==> config.mk <==
export PLATFORM = sky130hd
export DESIGN_NAME = serial_add_ctrl_flat
export DESIGN_NICKNAME = d
export VERILOG_FILES = /design/src/rtl/serial_add_ctrl_pkg.sv /design/src/rtl/serial_add_ctrl_if.sv /design/src/rtl/half_adder.sv /design/src/rtl/serial_add_bit.sv /design/src/rtl/serial_add_ctrl.sv /design/src/flat_wrapper.sv
export SDC_FILE = /design/constraint.sdc
export NUM_CORES = 1
export LEC_CHECK = 0
export ABC_AREA = 1
export BUFFER_PORTS_ARGS = -buffer_cell sky130_fd_sc_hd__buf_2
export CAP_MARGIN = 20
export CELL_PAD_IN_SITES_DETAIL_PLACEMENT = 0
export CELL_PAD_IN_SITES_GLOBAL_PLACEMENT = 1
export CORE_MARGIN = 2
export CORE_UTILIZATION = 38
export DETAILED_ROUTE_END_ITERATION = 16
export GPL_TIMING_DRIVEN = 0
export PLACE_DENSITY_LB_ADDON = 0.1
export RECOVER_POWER = 50
export SYNTH_ARGS = -nofsm -noshare
export SYNTH_HDL_FRONTEND = slang
export SYNTH_SLANG_ARGS = --single-unit
==> constraint.sdc <==
create_clock -name clk -period 1.5 [get_ports clk]
set_input_delay 0.15 -clock clk [delete_from_list [all_inputs] [get_ports clk]]
set_output_delay 0.15 -clock clk [all_outputs]
set_load 0.05 [all_outputs]
==> src/rtl/serial_add_ctrl_pkg.sv <==
// Shared types for the bit-serial adder: FSM state encoding and counter sizing.
package serial_add_ctrl_pkg;

    typedef enum logic [1:0] {
        S_IDLE = 2'd0,
        S_RUN  = 2'd1,
        S_DONE = 2'd2
    } state_e;

    // Bits needed to count 0..width-1; never narrower than one bit.
    function automatic int cnt_width(input int width);
        return (width < 2) ? 1 : $clog2(width);
    endfunction

endpackage

==> src/rtl/serial_add_ctrl_if.sv <==
// Operand/result handshake bundle for serial_add_ctrl.
// SERIAL_ADD_SUB_EN adds the per-operation subtract select.
interface serial_add_ctrl_if #(
    parameter int WIDTH = 8
);
    logic             in_valid;
    logic             in_ready;
    logic [WIDTH-1:0] a;
    logic [WIDTH-1:0] b;
`ifdef SERIAL_ADD_SUB_EN
    logic             sub;
`endif
    logic             out_valid;
    logic             out_ready;
    logic [WIDTH-1:0] sum;
    logic             carry;

    modport master (
        output in_valid, a, b, out_ready,
`ifdef SERIAL_ADD_SUB_EN
        output sub,
`endif
        input  in_ready, out_valid, sum, carry
    );

    modport slave (
        input  in_valid, a, b, out_ready,
`ifdef SERIAL_ADD_SUB_EN
        input  sub,
`endif
        output in_ready, out_valid, sum, carry
    );
endinterface

==> src/rtl/half_adder.sv <==
// Combinational half adder, the building block of the serial adder cell.
module half_adder (
    input  logic x_i,
    input  logic y_i,
    output logic s_o,
    output logic c_o
);
    assign s_o = x_i ^ y_i;
    assign c_o = x_i & y_i;
endmodule

==> src/rtl/serial_add_bit.sv <==
// One-bit full adder from two half adders with the carries ORed together.
module serial_add_bit (
    input  logic a_i,
    input  logic b_i,
    input  logic c_i,
    output logic s_o,
    output logic c_o
);
    logic s0_s;
    logic c0_s;
    logic c1_s;

    half_adder u_ha0 (.x_i(a_i),  .y_i(b_i), .s_o(s0_s), .c_o(c0_s));
    half_adder u_ha1 (.x_i(s0_s), .y_i(c_i), .s_o(s_o),  .c_o(c1_s));

    assign c_o = c0_s | c1_s;
endmodule

==> src/rtl/serial_add_ctrl.sv <==
// Bit-serial adder sequencer: accepts a/b, adds LSB-first over WIDTH cycles, then holds sum/carry.
// Optional feature macro SERIAL_ADD_SUB_EN enables a - b via inverted b and carry-in of one.
module serial_add_ctrl
    import serial_add_ctrl_pkg::*;
#(
    parameter int WIDTH = 8
) (
    input  logic                  clk,
    input  logic                  rst_n,
    serial_add_ctrl_if.slave      bus,
    output logic                  busy
);
    localparam int            CW       = cnt_width(WIDTH);
    localparam logic [CW-1:0] CNT_LAST = CW'(WIDTH - 1);

    state_e           state_q, state_d;
    logic [CW-1:0]    cnt_q, cnt_d;
    logic [WIDTH-1:0] a_sr_q, a_sr_d;
    logic [WIDTH-1:0] b_sr_q, b_sr_d;
    logic [WIDTH-1:0] sum_sr_q, sum_sr_d;
    logic [WIDTH-1:0] sum_q, sum_d;
    logic             cy_q, cy_d;
    logic             carry_q, carry_d;
    logic             in_ready_q, in_ready_d;
    logic             out_valid_q, out_valid_d;
    logic             busy_q, busy_d;
    logic             op_sub_s;
    logic             cell_s;
    logic             cell_c;

`ifdef SERIAL_ADD_SUB_EN
    assign op_sub_s = bus.sub;
`else
    assign op_sub_s = 1'b0;
`endif

    serial_add_bit u_bit (
        .a_i (a_sr_q[0]),
        .b_i (b_sr_q[0]),
        .c_i (cy_q),
        .s_o (cell_s),
        .c_o (cell_c)
    );

    // Next-state, datapath shifting and registered-output decode.
    always_comb begin
        state_d  = state_q;
        cnt_d    = cnt_q;
        a_sr_d   = a_sr_q;
        b_sr_d   = b_sr_q;
        sum_sr_d = sum_sr_q;
        sum_d    = sum_q;
        cy_d     = cy_q;
        carry_d  = carry_q;
        case (state_q)
            S_IDLE: begin
                if (bus.in_valid) begin
                    // Subtraction stores ~b so the cell stays a plain adder.
                    a_sr_d  = bus.a;
                    b_sr_d  = bus.b ^ {WIDTH{op_sub_s}};
                    cy_d    = op_sub_s;
                    cnt_d   = {CW{1'b0}};
                    state_d = S_RUN;
                end else begin
                    state_d = S_IDLE;
                end
            end
            S_RUN: begin
                a_sr_d   = {1'b0, a_sr_q[WIDTH-1:1]};
                b_sr_d   = {1'b0, b_sr_q[WIDTH-1:1]};
                sum_sr_d = {cell_s, sum_sr_q[WIDTH-1:1]};
                cy_d     = cell_c;
                if (cnt_q == CNT_LAST) begin
                    sum_d   = {cell_s, sum_sr_q[WIDTH-1:1]};
                    carry_d = cell_c;
                    state_d = S_DONE;
                end else begin
                    cnt_d   = cnt_q + {{(CW-1){1'b0}}, 1'b1};
                end
            end
            S_DONE: begin
                if (bus.out_ready) begin
                    state_d = S_IDLE;
                end else begin
                    state_d = S_DONE;
                end
            end
            default: begin
                state_d = S_IDLE;
            end
        endcase
        in_ready_d  = (state_d == S_IDLE);
        busy_d      = (state_d == S_RUN);
        out_valid_d = (state_d == S_DONE);
    end

    // State, datapath and output registers with synchronous active-low reset.
    always_ff @(posedge clk) begin
        if (!rst_n) begin
            state_q     <= S_IDLE;
            cnt_q       <= {CW{1'b0}};
            a_sr_q      <= {WIDTH{1'b0}};
            b_sr_q      <= {WIDTH{1'b0}};
            sum_sr_q    <= {WIDTH{1'b0}};
            sum_q       <= {WIDTH{1'b0}};
            cy_q        <= 1'b0;
            carry_q     <= 1'b0;
            in_ready_q  <= 1'b1;
            out_valid_q <= 1'b0;
            busy_q      <= 1'b0;
        end else begin
            state_q     <= state_d;
            cnt_q       <= cnt_d;
            a_sr_q      <= a_sr_d;
            b_sr_q      <= b_sr_d;
            sum_sr_q    <= sum_sr_d;
            sum_q       <= sum_d;
            cy_q        <= cy_d;
            carry_q     <= carry_d;
            in_ready_q  <= in_ready_d;
            out_valid_q <= out_valid_d;
            busy_q      <= busy_d;
        end
    end

    assign bus.in_ready  = in_ready_q;
    assign bus.out_valid = out_valid_q;
    assign bus.sum       = sum_q;
    assign bus.carry     = carry_q;
    assign busy          = busy_q;

endmodule
==> src/flat_wrapper.sv <==
// flat-port wrapper written by rule: the top's interface ports become plain ports
module serial_add_ctrl_flat import serial_add_ctrl_pkg::*;
#(
    parameter int WIDTH = 8
)
  (clk, rst_n, busy, bus_in_valid, bus_a, bus_b, bus_out_ready, bus_in_ready, bus_out_valid, bus_sum, bus_carry);
  serial_add_ctrl_if #(.WIDTH(WIDTH)) bus_i ();
  input  logic clk;
  input  logic rst_n;
  output logic busy;
  input wire logic [$bits(bus_i.in_valid)-1:0] bus_in_valid;
  input wire logic [$bits(bus_i.a)-1:0] bus_a;
  input wire logic [$bits(bus_i.b)-1:0] bus_b;
  input wire logic [$bits(bus_i.out_ready)-1:0] bus_out_ready;
  output wire logic [$bits(bus_i.in_ready)-1:0] bus_in_ready;
  output wire logic [$bits(bus_i.out_valid)-1:0] bus_out_valid;
  output wire logic [$bits(bus_i.sum)-1:0] bus_sum;
  output wire logic [$bits(bus_i.carry)-1:0] bus_carry;
  assign bus_i.in_valid = bus_in_valid;
  assign bus_i.a = bus_a;
  assign bus_i.b = bus_b;
  assign bus_i.out_ready = bus_out_ready;
  assign bus_in_ready = bus_i.in_ready;
  assign bus_out_valid = bus_i.out_valid;
  assign bus_sum = bus_i.sum;
  assign bus_carry = bus_i.carry;
  serial_add_ctrl #(.WIDTH(WIDTH)) u_core (.clk(clk), .rst_n(rst_n), .bus(bus_i), .busy(busy));
endmodule
Word-level counts from Yosys, hierarchy flattened
Cells that the tools add are included.
Cells by class
  add/subtract/negate cells: 1
  $mul: 0
  muxes and demuxes: 13
  equality and inequality tests: 7
  bitwise gates (word level): 5
  divide/modulo/power cells: 0
  shift operators: 0
  order comparisons: 0
  reduce and logical (&&, ||, !) cells: 6
Operator list (count)
  one-hot mux 8 bit (2 select lines): 2
  two-way mux 8 bit: 2
  two-way mux 3 bit: 2
  one-hot mux 2 bit (3 select lines): 1
  one-hot mux 3 bit (2 select lines): 1
  == test 2 x 1 -> 1 bit (second input constant): 2
  == test 2 bit (second input constant): 2
  logical NOT 2 bit: 2
  two-way mux 2 bit: 2
  inequality test 2 bit (second input constant): 2
  AND reduction 2 bit: 2
  adder 3 x 1 -> 3 bit (second input constant): 1
  == test 3 bit (second input constant): 1
  AND reduction 3 bit: 1
  bitwise AND 1 bit: 2
  two-way mux 1 bit: 2
  one-hot mux 1 bit (2 select lines): 1
  nonzero test 2 bit: 1
  bitwise XOR 1 bit: 2
  bitwise OR 1 bit: 1
Storage, ports and cells
  output and inout bits: 12
  memory bits (read-only): 0
  bits of input ports: 20
  memories: 0
  RAM bits: 0
  bits in registers: 42
  latch bits: 0

Depth between registers and ports, before layout
Gate-level depths: netlist of the first run.
  depth in word-level cells: 4
  depth in mapped cells: 7
  depth with buffers taken out: 7

Modules after synthesis
From an unflattened synthesis of the first run, not the netlist that was laid out.
Second synthesis, totals
  cells, all modules: 244
  area total of the unflattened synthesis: 1740.4 µm²
Modules (own cells, without submodules)
  serial_add_ctrl: area an instance 1704.1 µm², cells each 239, instances 1
  half_adder: area an instance 12.5 µm², cells each 1, instances 2
  serial_add_bit: area an instance 11.3 µm², cells each 3, instances 1

Worst setup path after synthesis of the first run
No wires, ideal clock.
  path kind: register -> register
  start: register u_core.cnt_q[0]
  end: register u_core.cnt_q[1]
  stages on the path, launching flop included: 7
  path buffers: 0
  arrival: 1.061 ns
  path slack: 0.326 ns
  library setup time: 0.113 ns
  required time: 1.387 ns
  clock period less this slack: 1.174 ns
  path through: dfxtp_1 ha_1 ha_1 a21oi_1 nand2_1 nor2_1 nor2_1
Between the ends
  cells in the longest elaborated chain, start to end: 3
  elaborated cells between the ends (all ways): 6
  those cells by class: add/sub (1); eq/ne (2); mux (2); reduce/logical (1)
Ends and longest elaborated chain
  start: declaration: line serial_add_ctrl.sv:17  | logic [CW-1:0] cnt_q, cnt_d;
  start signal: assignment: line serial_add_ctrl.sv:101  | cnt_q <= {CW{1'b0}};
  start signal: assignment: line serial_add_ctrl.sv:113  | cnt_q <= cnt_d;
  adder 3 x 1 -> 3 bit or == test 3 bit (tied branches): line serial_add_ctrl.sv:78, serial_add_ctrl.sv:73
  two-way mux 3 bit or inequality test 2 bit (tied branches)
  one-hot mux 3 bit (2 select lines) or AND reduction 3 bit (tied branches)
Parallel ways exist; a longest one is shown, timed or not. The select of a mux whose other input is x is not followed.
A chain may end at the register's enable or synchronous reset.

Final worst setup path of the first run
  start: register u_core.cnt_q[0]
  end: register u_core.sum_q[0] (netlist: u_core.bus.sum[0])
Between the ends
  cells in the longest elaborated chain, start to end: 2
Ends and longest elaborated chain
  == test 3 bit: line serial_add_ctrl.sv:73  | if (cnt_q == CNT_LAST) begin
  AND reduction 2 bit (no line)
  end signal: assignment: line serial_add_ctrl.sv:105  | sum_q <= {WIDTH{1'b0}};
  end signal: assignment: line serial_add_ctrl.sv:117  | sum_q <= sum_d;
  end: declaration: line serial_add_ctrl.sv:21  | logic [WIDTH-1:0] sum_q, sum_d;
Every way passes these cells.

==> impl_metrics.yaml, run 1 <==
drt:
  drtIter0Drc: 106
  final_antenna_net_count: 0
  vias_per_cell: 4.46
  num_vias: 1594
  drc: 0
  avgRoutedWirePerCell_um: 10.8
  overall_routed_net_length_um: 3850
  detail_route.first_pass.iterations: 4
clock_network:
  level_count_of_the_clock_h_tree: 2
  post-cts-setup-buffers: 0
  ctsHoldBuffers: 0
  cts_root_buf: "sky130_fd_sc_hd__clkbuf_8"
  clock_pin_slew_on_the_worst_setup_and_hold_paths_ns: 0.08
  post_cts_resize_count: 0
  cts_tree: "built"
  cts_inserted_buffers: 5
  clock_sink_count: 41
  clk_path_buf_depth: 2
  later_pin_clock_latency_in_the_skew_report_ns: 0.29
timing:
  worst_clock_skew_ns: 0.0107
  min_period_over_period_pct: 93.1
  finalHoldViolCount: 0
  slew_headroom_pct: 60.2
  setup_viol_count_final: 0
  final.setup.tns_ns: 0
  slew_violations: 0
  worst-slew-pin-transition_ns: 0.600
  layout_min_cycle_time_ns: 1.40
  holdWs_ns: 0.124
  grt_setup_unrepaired: "true"
  max_freq_ghz: 0.716
logic_synthesis:
  combinational_family_with_the_most_area_after_synthesis: "simple AND/OR/NAND/NOR gates"
  synthCells: 266
  yosys.cell_types.count: 16
  synth_mux_area_share_pct: 0
  synth-seq-area-share_pct: 46.8
  ys.warnings.count: 0
  synth_simple_gate_area_share_pct: 36.0
  synth.ff_latch_count: 41
  synth_compound_gate_area_share_pct: 6.57
  synthesis.area_um2: 1750
  synth_area_per_cell_um2: 6.59
  yosys.area_share.xor_xnor_pct: 0
  yosys.area_share.adder_pct: 2.57
  synth_fp_nets: 289
placed_design:
  dpl.cell_count: 349
  gp_congestion: 0.709
  buffer_ports.inserted: 31
  detailed_place_hpwl_um: 2670
layout:
  antenna_cells: 0
  multi_input_area_um2: 792
  area_delta_synth_final_pct: 19.4
  fin_util_pct: 47.4
  nNetsFinal: 327
  post_layout_nonfiller_instances: 357
  number_of_fillers_in_the_final_layout: 494
  final_layout_size_suffix_gt1_share_pct: 12.8
  sequential_cell_area_um2: 821
worst_setup_path:
  timing.critical_path.buf_inv: 1
  path_common_cell: "sky130_fd_sc_hd__ha_1"
  regToRegEndpoint: "u_core.bus.sum[0]$_SDFFE_PN0P_"
  worst_setup_path_start_kind: "flip-flop"
  cp-end-kind: "flip-flop"
  worst-endpoint-required_ns: 1.72
  crit_arrival_ns: 1.62
  crit-reg2reg-launch: "u_core.cnt_q[0]$_SDFFE_PN0P_"
  max_stage_delay_ns: 0.35
  crit_family: "simple AND/OR/NAND/NOR gates"
  critPathSlowestCell: "sky130_fd_sc_hd__dfxtp_1"
  reg2reg_path_depth: 6
  worstPathMaxFanout: 9
  regToRegSetupSlack_ns: 0.10
  timing_worst_setup_path_type: "flip-flop to flip-flop"
  crit_chain: "ha_1 -> ha_1 -> inv_1 -> nor2_2 -> o21ai_0 -> nor2_1"
floorplan:
  effective_utilization_at_floorplan_pct: 39.7
  design.core.area_um2: 4410
  design.die.area_um2: 5170
  die-width_um: 71.9
  floorplan_row_count: 24
  io_count: 32
  fp.dieH_um: 71.9
status:
  outcome: "finished clean"
hold_path:
  min_delay_worst_endpoint: "u_core.b_sr_q[7]$_SDFFE_PN0P_"
  min-delay-start: "bus_b[7]"
  worstHoldPathCells: 3
  hold_path_class: "input port to flip-flop"
grt:
  grt_pass1_wl_um: 6490
  number_of_global_route_vias_before_repair: 1432
  initial_antenna_violation_count: 0
  grt_max_degree: 14
  global_route.overflow_total: 0
  groute.usage.overall_pct: 16.1
power_and_ir_drop:
  p_leak_nw: 1.03
  worst_ir_drop_vdd_mv: 0.496
  power_density_nw_per_um2: 1210
job:
  drv_cap: 0
==> worst reg2reg max path: stages, from the launching register on <==
cell and delay (ns):
sky130_fd_sc_hd__dfxtp_1 0.35, sky130_fd_sc_hd__ha_1 0.15, sky130_fd_sc_hd__ha_1 0.19, sky130_fd_sc_hd__inv_1 0.08, sky130_fd_sc_hd__nor2_2 0.29, sky130_fd_sc_hd__o21ai_0 0.14
sky130_fd_sc_hd__nor2_1 0.13
==> registers in the layout, indices dropped and copies added (netlist names) <==
signal / flops
u_core.bus.carry: 1
u_core.bus.in_ready: 1
u_core.state_q: 2
u_core.sum_sr_q: 7
u_core.bus.out_valid: 1
u_core.bus.sum: 8
u_core.a_sr_q: 8
u_core.cnt_q: 3
u_core.b_sr_q: 8
u_core.cy_q: 1
u_core.busy: 1
==> per-stage QoR <==
step	power (W)	setup WS [ns]	instance area, um^2
2_1_floorplan	0.00143	0.326	1750
3_3_place_gp	0.00151	0.133	1970
3_5_place_dp	0.00151	0.126	1970
4_1_cts	0.00257	0.0887	2110
5_1_grt	0.00268	-0.0206	2090
6_report	0.00254	0.103	2090
==> layer usage <==
metal	global-route usage, %	share of wire, %
met5	0	0
met4	4.40	0.96
met3	4.72	4.4
met2	25.4	44
met1	21.8	51
==> Yosys cell counts, drive strengths merged <==
master,number,area [um^2]
a21oi,8,40.0
buf,7,35.0
clkbuf,4,15.0
clkinv,1,3.75
dfxtp,41,821
fa,1,20.0
ha,2,25.0
inv,23,86.3
nand2,88,330
nand3,6,30.0
nand3b,1,7.51
nor2,69,264
o21ai,15,75.1
==> kinds of logic after synthesis <==
| group | after synthesis |
|---|---|
| AND/OR/NAND/NOR | 164 |
| flip-flops | 41 |
| buffers and inverters | 35 |
| AO/OA/AOI/OAI | 23 |
| adder cells (fa/ha/maj) | 3 |
==> layout make-up <==
cell class              instances  share of cell area, %
inverters                      24                   4.30
clock inverters                 3                   3.11
clock buffers                   5                   3.29
multi-input cells             190                   37.8
repair buffers                 31                   6.69
plain buffers                  11                   2.45
well taps                      52                   3.11
flip-flops and latches         41                   39.2
==> placed cells by master (no fill, tap or decap), drive strengths merged <==
cell,count
nand2,88
nor2,69
dfxtp,41
buf,25
inv,23
clkbuf,22
o21ai,15
a21oi,8
nand3,6
ha,2
bufinv,2
clkinv,2
nand3b,1
fa,1
==> worst max-delay path by stage <==
stage	from	end	slack (ns)	cells past startpoint
floorplan	u_core.cnt_q[0]$_SDFFE_PN0P_	u_core.cnt_q[1]$_SDFFE_PN0P_	0.33	6
global placement	u_core.cnt_q[0]$_SDFFE_PN0P_	u_core.bus.sum[7]$_SDFFE_PN0P_	0.13	6
detailed placement	u_core.cnt_q[0]$_SDFFE_PN0P_	u_core.bus.sum[0]$_SDFFE_PN0P_	0.13	6
CTS	u_core.cnt_q[0]$_SDFFE_PN0P_	u_core.bus.sum[0]$_SDFFE_PN0P_	0.09	6
global route	u_core.cnt_q[0]$_SDFFE_PN0P_	u_core.bus.sum[7]$_SDFFE_PN0P_	-0.02	6
finish	u_core.cnt_q[0]$_SDFFE_PN0P_	u_core.bus.sum[0]$_SDFFE_PN0P_	0.10	6
==> power by group <==
group | internal, W | switching [W]
sequential | 0.00115 | 0.0000360
combinational | 0.000109 | 0.000187
clock | 0.000662 | 0.000397
total | 0.00192 | 0.000620
(Power assumes the default switching activity.)
==> inputs of run 2 (changes only) <==
--- a/config.mk
+++ b/config.mk
@@ -16,6 +16,7 @@
 export GPL_TIMING_DRIVEN = 0
 export PLACE_DENSITY_LB_ADDON = 0.1
 export RECOVER_POWER = 50
+export SETUP_SLACK_MARGIN = 0.2
 export SYNTH_ARGS = -nofsm -noshare
 export SYNTH_HDL_FRONTEND = slang
 export SYNTH_SLANG_ARGS = --single-unit
==> run 2 against run 1 <==
Net effect:
- wire length rose by 2.3%
- sequential power barely moved
- via count rose by 1.2%
- register-to-register slack improved by 0.09 ns
- clock skew barely moved
- sequential share of layout area fell by 1.2 points
==> impl_metrics.yaml, run 2 (synthesis results as in run 1) <==
hold_path:
  worstHoldPathCells: 3
  min-delay-start: "bus_b[7]"
  min_delay_worst_endpoint: "u_core.b_sr_q[7]$_SDFFE_PN0P_"
  hold_path_class: "input port to flip-flop"
power_and_ir_drop:
  power_density_nw_per_um2: 1180
  pwr-share-seq_pct: 46.6
  switchingPower_w: 0.000625
  power.combinational.fraction_pct: 12.1
  sw_frac_of_total_pct: 24.4
  worst_ir_drop_vdd_mv: 0.486
  cell_int_power_w: 0.00193
  clockPowerShare_pct: 41.3
  p_leak_nw: 1.04
drt:
  num_vias: 1613
  drtIter0Drc: 111
  detail_route.first_pass.iterations: 4
  avgRoutedWirePerCell_um: 11.0
  vias_per_cell: 4.51
  final_antenna_net_count: 0
  met1Wirelength_um: 2040
  drc: 0
  overall_routed_net_length_um: 3940
  route.top_layer_used: "met4"
  dr_wl_met2_um: 1710
  routed-wl-met3_um: 147
clock_network:
  clock_pin_slew_on_the_worst_setup_and_hold_paths_ns: 0.09
  post-cts-setup-buffers: 0
  clock_sink_count: 41
  clk_path_buf_depth: 2
  ctsHoldBuffers: 0
  cts_tree: "built"
  cts_root_buf: "sky130_fd_sc_hd__clkbuf_8"
  cts_inserted_buffers: 5
  later_pin_clock_latency_in_the_skew_report_ns: 0.29
  level_count_of_the_clock_h_tree: 2
layout:
  fin_util_pct: 49.0
  area_delta_synth_final_pct: 23.4
  layout.cells.most_common_list: "sky130_fd_sc_hd__nand2_1 (87), sky130_fd_sc_hd__nor2_1 (66), sky130_fd_sc_hd__dfxtp_1 (39)"
  antenna_cells: 0
  nNetsFinal: 328
  final_layout_size_suffix_gt1_share_pct: 16.0
  number_of_fillers_in_the_final_layout: 487
  layout.cells.most_common: "sky130_fd_sc_hd__nand2_1"
grt:
  grt_max_degree: 14
  groute.usage.overall_pct: 16.1
  initial_antenna_violation_count: 0
  global_route.overflow_total: 0
  number_of_global_route_vias_before_repair: 1437
  grt_pass1_wl_um: 6480
worst_setup_path:
  cp-end-kind: "flip-flop"
  crit_arrival_ns: 1.50
  timing_worst_setup_path_type: "flip-flop to flip-flop"
  crit-reg2reg-launch: "u_core.cnt_q[0]$_SDFFE_PN0P_"
  regToRegEndpoint: "u_core.bus.sum[3]$_SDFFE_PN0P_"
  worstPathMaxFanout: 10
  worst-endpoint-required_ns: 1.70
  worst_setup_path_start_kind: "flip-flop"
  regToRegSetupSlack_ns: 0.20
  critical_path.startpoint: "u_core.cnt_q[0]$_SDFFE_PN0P_"
  reg2reg_path_depth: 6
floorplan:
  die-width_um: 71.9
  design.die.area_um2: 5170
  fp.dieH_um: 71.9
  floorplan_row_count: 24
  design.core.area_um2: 4410
  effective_utilization_at_floorplan_pct: 39.7
  io_count: 32
timing:
  min_period_over_period_pct: 86.9
  slew_headroom_pct: 60.2
  finalHoldViolCount: 0
  worst-slew-pin-transition_ns: 0.599
  grt_setup_unrepaired: "true"
  setup_viol_count_final: 0
  layout_min_cycle_time_ns: 1.30
  max_freq_ghz: 0.767
  worst_clock_skew_ns: 0.0103
  final.setup.tns_ns: 0
  slew_violations: 0
status:
  outcome: "finished clean"
placed_design:
  buffer_ports.inserted: 31
  detailed_place_hpwl_um: 2670
  gp_congestion: 0.709
job:
  drv_cap: 0
[run 2: cell count changes in the layout (fill, tap and decap cells not counted), moves of 2 or more]
cell                      before  now
sky130_fd_sc_hd__nor2_4        0    2
sky130_fd_sc_hd__nand3_1       6    4
sky130_fd_sc_hd__dfxtp_2       0    2
sky130_fd_sc_hd__buf_2        25   20
sky130_fd_sc_hd__buf_4         0    5
sky130_fd_sc_hd__ha_1          2    0
sky130_fd_sc_hd__dfxtp_1      41   39
sky130_fd_sc_hd__nand3_2       0    2
[run 2: timing repair]
| item | CTS | global route |
|---|---|---|
| pin swaps | 0 | 4 |
| cloned | 0 | 1 |
| resized for setup | 10 | 16 |
| endpoints found under the setup margin | 25 | 29 |
[run 2: how the worst max path moves through the flow]
stage	to	slack, ns	depth (start not counted)
2_1_floorplan	u_core.cnt_q[1]$_SDFFE_PN0P_	0.33	6
3_3_place_gp	u_core.bus.sum[7]$_SDFFE_PN0P_	0.13	6
3_5_place_dp	u_core.bus.sum[0]$_SDFFE_PN0P_	0.13	6
4_1_cts	u_core.bus.sum[0]$_SDFFE_PN0P_	0.18	6
5_1_grt	u_core.cnt_q[0]$_SDFFE_PN0P_	0.12	6
6_report	u_core.bus.sum[3]$_SDFFE_PN0P_	0.20	6
[run 2: layout make-up]
class                   instances  area (um^2)  area share (%)
plain buffers                  11         66.3            3.07
multi-input cells             191          842            38.9
inverters                      24         92.6            4.28
clock buffers                   5         68.8            3.18
clock inverters                 3         65.1            3.01
repair buffers                 31          140            6.48
flip-flops and latches         41          823            38.1
well taps                      52         65.1            3.01
[run 2: metrics by stage]
stage               area (um^2)  setup slack [ns]  std cells  total power [W]  hold slack, ns
finish                     2160             0.196        358          0.00256           0.122
CTS                        2140             0.182        357          0.00258           0.119
global route               2160             0.116        358          0.00269           0.116
detailed placement         1970             0.126        349          0.00151           0.434
floorplan                  1750             0.326        266          0.00143           0.286
global placement           1970             0.133        349          0.00151           0.429
[run 2: power by group through the flow]
stage / registers, W / logic, W / clock network, W
after global placement: 0.00121 / 0.000300 / 0
after floorplan: 0.00122 / 0.000204 / 0
after global routing: 0.00120 / 0.000366 / 0.00113
after detailed placement: 0.00121 / 0.000299 / 0
after CTS: 0.00119 / 0.000310 / 0.00108
final: 0.00119 / 0.000310 / 0.00106
[run 2: metal layers]
| metal | up-vias | global-route usage [%] |
|---|---|---|
| met2 | 26 | 25.7 |
| li1 | 875 | - |
| met3 | 4 | 4.72 |
| met1 | 708 | 21.4 |
| met5 | - | 0 |
| met4 | 0 | 4.40 |
[run 2: critical path, stage by stage, from the launching register on]
cell                       delay, ns
sky130_fd_sc_hd__dfxtp_1        0.35
sky130_fd_sc_hd__ha_2           0.20
sky130_fd_sc_hd__ha_4           0.16
sky130_fd_sc_hd__nand2_1        0.09
sky130_fd_sc_hd__clkbuf_2       0.22
sky130_fd_sc_hd__nor2_1         0.13
sky130_fd_sc_hd__nor2_1         0.06
